===== config.mk =====
export PLATFORM = sky130hd
export DESIGN_NAME = alu_regfile_flat
export DESIGN_NICKNAME = d
export VERILOG_FILES = /design/src/rtl/alu_regfile_if.sv /design/src/rtl/alu_regfile.sv /design/src/flat_wrapper.sv
export SDC_FILE = /design/constraint.sdc
export NUM_CORES = 2
export LEC_CHECK = 0
export CAP_MARGIN = 20
export CORE_AREA = 2 2 652 654
export CTS_BUF_LIST = sky130_fd_sc_hd__clkbuf_2
export CTS_CLUSTER_DIAMETER = 80
export DETAILED_ROUTE_END_ITERATION = 10
export DIE_AREA = 0 0 654 656
export GPL_TIMING_DRIVEN = 0
export HOLD_SLACK_MARGIN = 0.08
export PLACE_DENSITY = 0.43
export REMOVE_ABC_BUFFERS = 1
export SKIP_LAST_GASP = 1
export SYNTH_ARGS = -nofsm -noshare
export SYNTH_HDL_FRONTEND = slang
export SYNTH_SLANG_ARGS = --single-unit

===== constraint.sdc =====
create_clock -name clk -period 5.85 [get_ports clk]
set_input_delay 1.17 -clock clk [delete_from_list [all_inputs] [get_ports clk]]
set_output_delay 1.17 -clock clk [all_outputs]
set_load 0.05 [all_outputs]

===== src/rtl/alu_regfile_if.sv =====
// alu_regfile_if: register-file ports and ALU operand/result bundle
// master = CPU top level, slave = alu_regfile
interface alu_regfile_if #(
  parameter int XLEN = 64,
  parameter int NREG = 32
);
  localparam int AW = $clog2(NREG);

  logic [AW-1:0]   raddr1;
  logic [XLEN-1:0] rdata1;
  logic [AW-1:0]   raddr2;
  logic [XLEN-1:0] rdata2;
  logic            we;
  logic [AW-1:0]   waddr;
  logic [XLEN-1:0] wdata;
  logic [XLEN-1:0] alu_src1;
  logic [XLEN-1:0] alu_src2;
  logic [1:0]      aluop;
  logic [XLEN-1:0] alu_result;

  modport master (
    output raddr1, raddr2,
    output we, waddr, wdata,
    output alu_src1, alu_src2, aluop,
    input  rdata1, rdata2, alu_result
  );

  modport slave (
    input  raddr1, raddr2,
    input  we, waddr, wdata,
    input  alu_src1, alu_src2, aluop,
    output rdata1, rdata2, alu_result
  );
endinterface


===== src/rtl/alu_regfile.sv =====
// alu_regfile: 32x64 integer register file (x0 = 0) plus
// add / unsigned set-less-than ALU for the execute datapath
module alu_regfile #(
  parameter int XLEN = 64,
  parameter int NREG = 32
) (
  input logic         clk,
  input logic         rst,
  alu_regfile_if.slave bus
);

  logic [XLEN-1:0] r_regs [NREG];
  logic [XLEN-1:0] w_add;
  logic            w_ltu;
  logic [XLEN-1:0] w_result;

  // sync clear on reset; otherwise write port, x0 discarded
  always_ff @(posedge clk) begin
    if (rst) begin
      for (int i = 0; i < NREG; i++) begin
        r_regs[i] <= '0;
      end
    end else if (bus.we && bus.waddr != '0) begin
      r_regs[bus.waddr] <= bus.wdata;
    end
  end

  // reads see stored state only: no same-cycle bypass
  assign bus.rdata1 = (bus.raddr1 == '0) ? '0
                    : r_regs[bus.raddr1];
  assign bus.rdata2 = (bus.raddr2 == '0) ? '0
                    : r_regs[bus.raddr2];

  assign w_add = bus.alu_src1 + bus.alu_src2;
  assign w_ltu = bus.alu_src1 < bus.alu_src2;

  // op select; 00 and illegal 11 both yield zero
  always_comb begin
    w_result = '0;
    case (bus.aluop)
      2'b01:   w_result = w_add;
      2'b10:   w_result = {{(XLEN-1){1'b0}}, w_ltu};
      default: w_result = '0;
    endcase
  end

  assign bus.alu_result = w_result;

endmodule


===== src/flat_wrapper.sv =====
// flat-port wrapper written by rule: the top's interface ports become plain ports
module alu_regfile_flat 
#(
  parameter int XLEN = 64,
  parameter int NREG = 32
)
  (clk, rst, bus_raddr1, bus_raddr2, bus_we, bus_waddr, bus_wdata, bus_alu_src1, bus_alu_src2, bus_aluop, bus_rdata1, bus_rdata2, bus_alu_result);
  alu_regfile_if #(.XLEN(XLEN), .NREG(NREG)) bus_i ();
  input logic clk;
  input logic rst;
  input wire logic [$bits(bus_i.raddr1)-1:0] bus_raddr1;
  input wire logic [$bits(bus_i.raddr2)-1:0] bus_raddr2;
  input wire logic [$bits(bus_i.we)-1:0] bus_we;
  input wire logic [$bits(bus_i.waddr)-1:0] bus_waddr;
  input wire logic [$bits(bus_i.wdata)-1:0] bus_wdata;
  input wire logic [$bits(bus_i.alu_src1)-1:0] bus_alu_src1;
  input wire logic [$bits(bus_i.alu_src2)-1:0] bus_alu_src2;
  input wire logic [$bits(bus_i.aluop)-1:0] bus_aluop;
  output wire logic [$bits(bus_i.rdata1)-1:0] bus_rdata1;
  output wire logic [$bits(bus_i.rdata2)-1:0] bus_rdata2;
  output wire logic [$bits(bus_i.alu_result)-1:0] bus_alu_result;
  assign bus_i.raddr1 = bus_raddr1;
  assign bus_i.raddr2 = bus_raddr2;
  assign bus_i.we = bus_we;
  assign bus_i.waddr = bus_waddr;
  assign bus_i.wdata = bus_wdata;
  assign bus_i.alu_src1 = bus_alu_src1;
  assign bus_i.alu_src2 = bus_alu_src2;
  assign bus_i.aluop = bus_aluop;
  assign bus_rdata1 = bus_i.rdata1;
  assign bus_rdata2 = bus_i.rdata2;
  assign bus_alu_result = bus_i.alu_result;
  alu_regfile #(.XLEN(XLEN), .NREG(NREG)) u_core (.clk(clk), .rst(rst), .bus(bus_i));
endmodule

; Yosys cells after proc, flatten, opt, wreduce, memory -nomap -nowiden
; Memories as Yosys holds them, arrays and structs flattened.
; Index checks and enable logic that the tools add are counted.
[op_classes]
add_sub_neg = 1
magnitude_cmp = 1
eq_ne = 2
muxes = 11
n_reduce_logical = 5
[op_table]
columns = cell, n
row1 = $mux 64, 3
row2 = $pmux 64 s2, 1
row3 = $add 64x64->64, 1
row4 = $lt 64x64->1, 1
row5 = $reduce_or 64->1, 1
row6 = $logic_not 5->1, 2
row7 = $mux 1, 6
row8 = $mux 5, 1
row9 = $reduce_bool 5->1, 1
row10 = $eq 2x1->1 const B, 1
row11 = $eq 2x2->1 const B, 1
row12 = $logic_and 1x1->1, 1
[totals]
ff_bits = 0
ramBits = 2048
inputBits = 212
output_inout_bits = 192
elab_cells = 21
n_memories = 1
[memory_table]
columns = memory, depth, word_bits, rd, rd_clocked_by_memory_dff, wr, line
row1 = u_core.r_regs, 32, 64, 2, 0, 32, alu_regfile.sv:12  ; logic [XLEN-1:0] r_regs [NREG];

; Longest topological paths before layout
[logic_depth]
word_depth = 7
mapped_depth = 14
depth_no_buf = 13

; Worst setup path after synthesis
; Ideal clock, no wire load.
[synth_timing]
path_type = input-to-output
from = in bus_alu_src2[0]
to = out bus_alu_result[60]
arrival_time_ns = 4.632
required_time_ns = 4.680
path_slack_ns = 0.048
cell_stages = 13
n_path_buf = 0
cell_sequence = ha_1 -> fa_1 -> nor2b_2 -> o311ai_4 -> o211ai_2 -> a2111oi_4 -> o211ai_2 -> a311oi_4 -> o211ai_1 -> a311o_1 -> a31oi_1 -> xnor2_1 -> nor2_1
[synth_via]
elab_chain_cells = 2
[synth_lines]
columns = element, line
row1 = from (decl), flat_wrapper.sv:17  ; input wire logic [$bits(bus_i.alu_src2)-1:0] bus_alu_src2;
row2 = $add 64x64->64, alu_regfile.sv:34  ; assign w_add = bus.alu_src1 + bus.alu_src2;
row3 = $pmux 64 s2, alu_regfile.sv:40  ; case (bus.aluop)
row4 = to (decl), flat_wrapper.sv:21  ; output wire logic [$bits(bus_i.alu_result)-1:0] bus_alu_result;
; No other way between the ends.

; Worst setup path after layout
[layout_timing]
from = in bus_alu_src1[0]
to = out bus_alu_result[60]
[layout_via]
elab_chain_cells = 2
[layout_lines]
columns = element, line
row1 = from (decl), flat_wrapper.sv:16  ; input wire logic [$bits(bus_i.alu_src1)-1:0] bus_alu_src1;
row2 = $add 64x64->64, alu_regfile.sv:34
row3 = $pmux 64 s2, alu_regfile.sv:40
; No other way between the ends.

==> out/qor.yml <==
dr.pass1.iters: 5
antenna_found_initial: 92
slew_viol_final: 0
cts.path.max_buffers: 4
gr-usage-all-layers_pct: 21.9
clock-sinks: 2048
routedWlPerCell_um: 34.4
final_area_um2: 136000
synth_edf_count: 2048
status: "finished with violations"
die_y_um: 656
ys_seq_elements: 2048
drive_gt1_share_pct: 33.3
fin_crit_ns: 5.88
synth_top_cells_by_count: "edfxtp_1 (2048), and2_1 (1988), mux4_2 (1280)"
hold_path_class: "in2reg"
placed_cells: 12900
detail_route.wirelength_um: 480000
peakVddDrop_v: 0.000224
cp.required_ns: 4.68
synth_top_cell_by_area: "edfxtp_1"
ys_seq_area_share_pct: 54.2
top_regs: "u_core.r_regs x2048"
utilization_pct: 32.2
fin_ws_ns: -0.0314
syn_inst: 7255
synth_cell_types: 72
first_global_vias: 77200
vias: 72900
cts_buffers: 574
async_flop_share_pct: 0
crit_type: "in2out"
ant_nets: 0
clk_pin_slew_worst_paths_ns: 0.10
htreeDepth: 6
largest_reg_flops: 2048
syn_area_um2: 113000
drc: 0
grt_pass1_wl_um: 646000
ios: 404
synthMostInstantiatedCell: "edfxtp_1"
rsz0062_at_grt: "yes"
fmax_mhz: 170
endpoint: "bus_alu_result[60]"
pwr_density_cell_nw_per_um2: 256
chipWidth_um: 654
netlist_top_cells_area: "edfxtp_1 (54%), mux4_2 (25%), and2_1 (11%)"
place_area_um2: 128000
yosys_warnings: 0
fin_crit_sh_pct: 101
dpl.hpwl_um: 298000
place.gp.congestion: 0.787
cp-end-kind: "primary output"
slew_headroom_pct: 28.3
worst_pin_slew_ns: 1.07
cts_tree: "built"
fillers: 41400
avgSynthCellArea_um2: 15.6
io_buffers: 403
arrival_ns: 4.71
violations: "setup timing"
fin_nets: 8210
placementRows: 239
initial_core_util_pct: 26.9
grt.overflow.total: 0
drv_cap: 0
yosysTopAreaCellShare_pct: 54.2
vias_per_cell: 5.23
setup_viol: 2
grt_max_degree: 83
cp_max_fo: 3
hold_slack_ns: 0.392
area_delta_synth_final_pct: 19.7
finalSetupTns_ns: -0.0333
finalHoldViolations: 0
synth_ff_type: "edfxtp_1"
largest-register: "u_core.r_regs"
die-area_um2: 429000
cts_root_buf: "clkbuf_2"
power_leakage_nw: 47.2
final_cells: 13900
first_iter_violations: 7979
cp-startpoint: "bus_alu_src1[0]"
critPathLaunchType: "primary input"
coreArea_um2: 422000
==> report_power, final <==
part | total (W) | switching (W) | leakage, nW | internal (W)
registers | 0.0173 | 0.000374 | 19.5 | 0.0169
clock network | 0.0109 | 0.00655 | 3.87 | 0.00436
logic | 0.00651 | 0.00378 | 23.8 | 0.00273
total | 0.0347 | 0.0107 | 47.2 | 0.0240
==> cell families (layout without fill, tap and decap cells) <==
family / Yosys count / in the layout / synth area share [%]
AO/OA/AOI/OAI: 255 / 255 / 1.50
XOR/XNOR: 52 / 52 / 0.402
adder cells (fa/ha/maj): 130 / 130 / 1.44
buffers and inverters: 886 / 1815 / 2.93
flip-flops: 2048 / 2048 / 54.2
multiplexers: 1410 / 1410 / 26.6
other: 1 / 101 / 0.00331
AND/OR/NAND/NOR: 2473 / 2474 / 12.9
==> cell usage in the layout, fill, tap and decap left out, drive strengths merged, types with 129 or more instances in the layout <==
cell type / n
mux4: 1280
edfxtp: 2048
and2: 1988
clkbuf: 827
ha: 129
mux2i: 130
clkdlybuf4s50: 256
buf: 328
nor2: 290
inv: 141
==> metrics by stage <==
step                setup WS, ns  power, W
floorplan                 0.0484    0.0208
global placement          -42.04    0.0272
detailed placement         -1.88    0.0239
CTS                       -0.200    0.0350
global route              -0.147    0.0361
finish                   -0.0314    0.0347
==> worst min path at each step <==
stage,from,end,slack (ns),cells past startpoint
floorplan,rst,u_core.r_regs[0][0],1.28,0
finish,rst,u_core.r_regs[0][11],0.39,2
global route,rst,u_core.r_regs[0][11],0.31,2
global placement,bus_wdata[21],u_core.r_regs[2][21],2.49,2
CTS,rst,u_core.r_regs[0][11],0.26,2
detailed placement,rst,u_core.r_regs[0][3],1.73,1
==> cell type report <==
type	count	area, um^2	share of cell area (%)
Tap cell	5663	7090	5.22
Clock inverter	135	921	0.678
Multi-Input combinational cell	4385	50100	36.9
Timing Repair Buffer	731	11500	8.49
Clock buffer	821	4110	3.03
Antenna cell	37	92.6	0.0682
Sequential cell	2048	61500	45.3
Inverter	128	480	0.354
==> repair_timing <==
item                                   CTS  global route
setup endpoints to repair              170            55
pin swaps                               23            43
hold buffers                             1             0
endpoints found under the hold margin   42             0
buffers inserted                        16            21
gates resized for setup                408            92
cloned                                  34             3
==> critical path: stages <==
cell and delay (ns):
buf_8 0.10, ha_4 0.15, fa_2 0.36, nor2b_4 0.15, o311ai_4 0.30, o211ai_4 0.16
a2111oi_4 0.41, o211ai_2 0.20, a311oi_4 0.38, o211ai_1 0.14, buf_4 0.17, a311o_1 0.33
a31oi_1 0.21, xnor2_1 0.10, nor2_1 0.16, buf_6 0.19
==> layer usage <==
metal	track usage, %	vias to the layer above	share of wire (%)
met5	0	-	0.031
met4	7.37	24	3.5
met3	3.77	913	7.0
li1	-	29400	-
met2	38.2	3523	51
met1	27.2	39100	39
(Power assumes the default switching activity.)
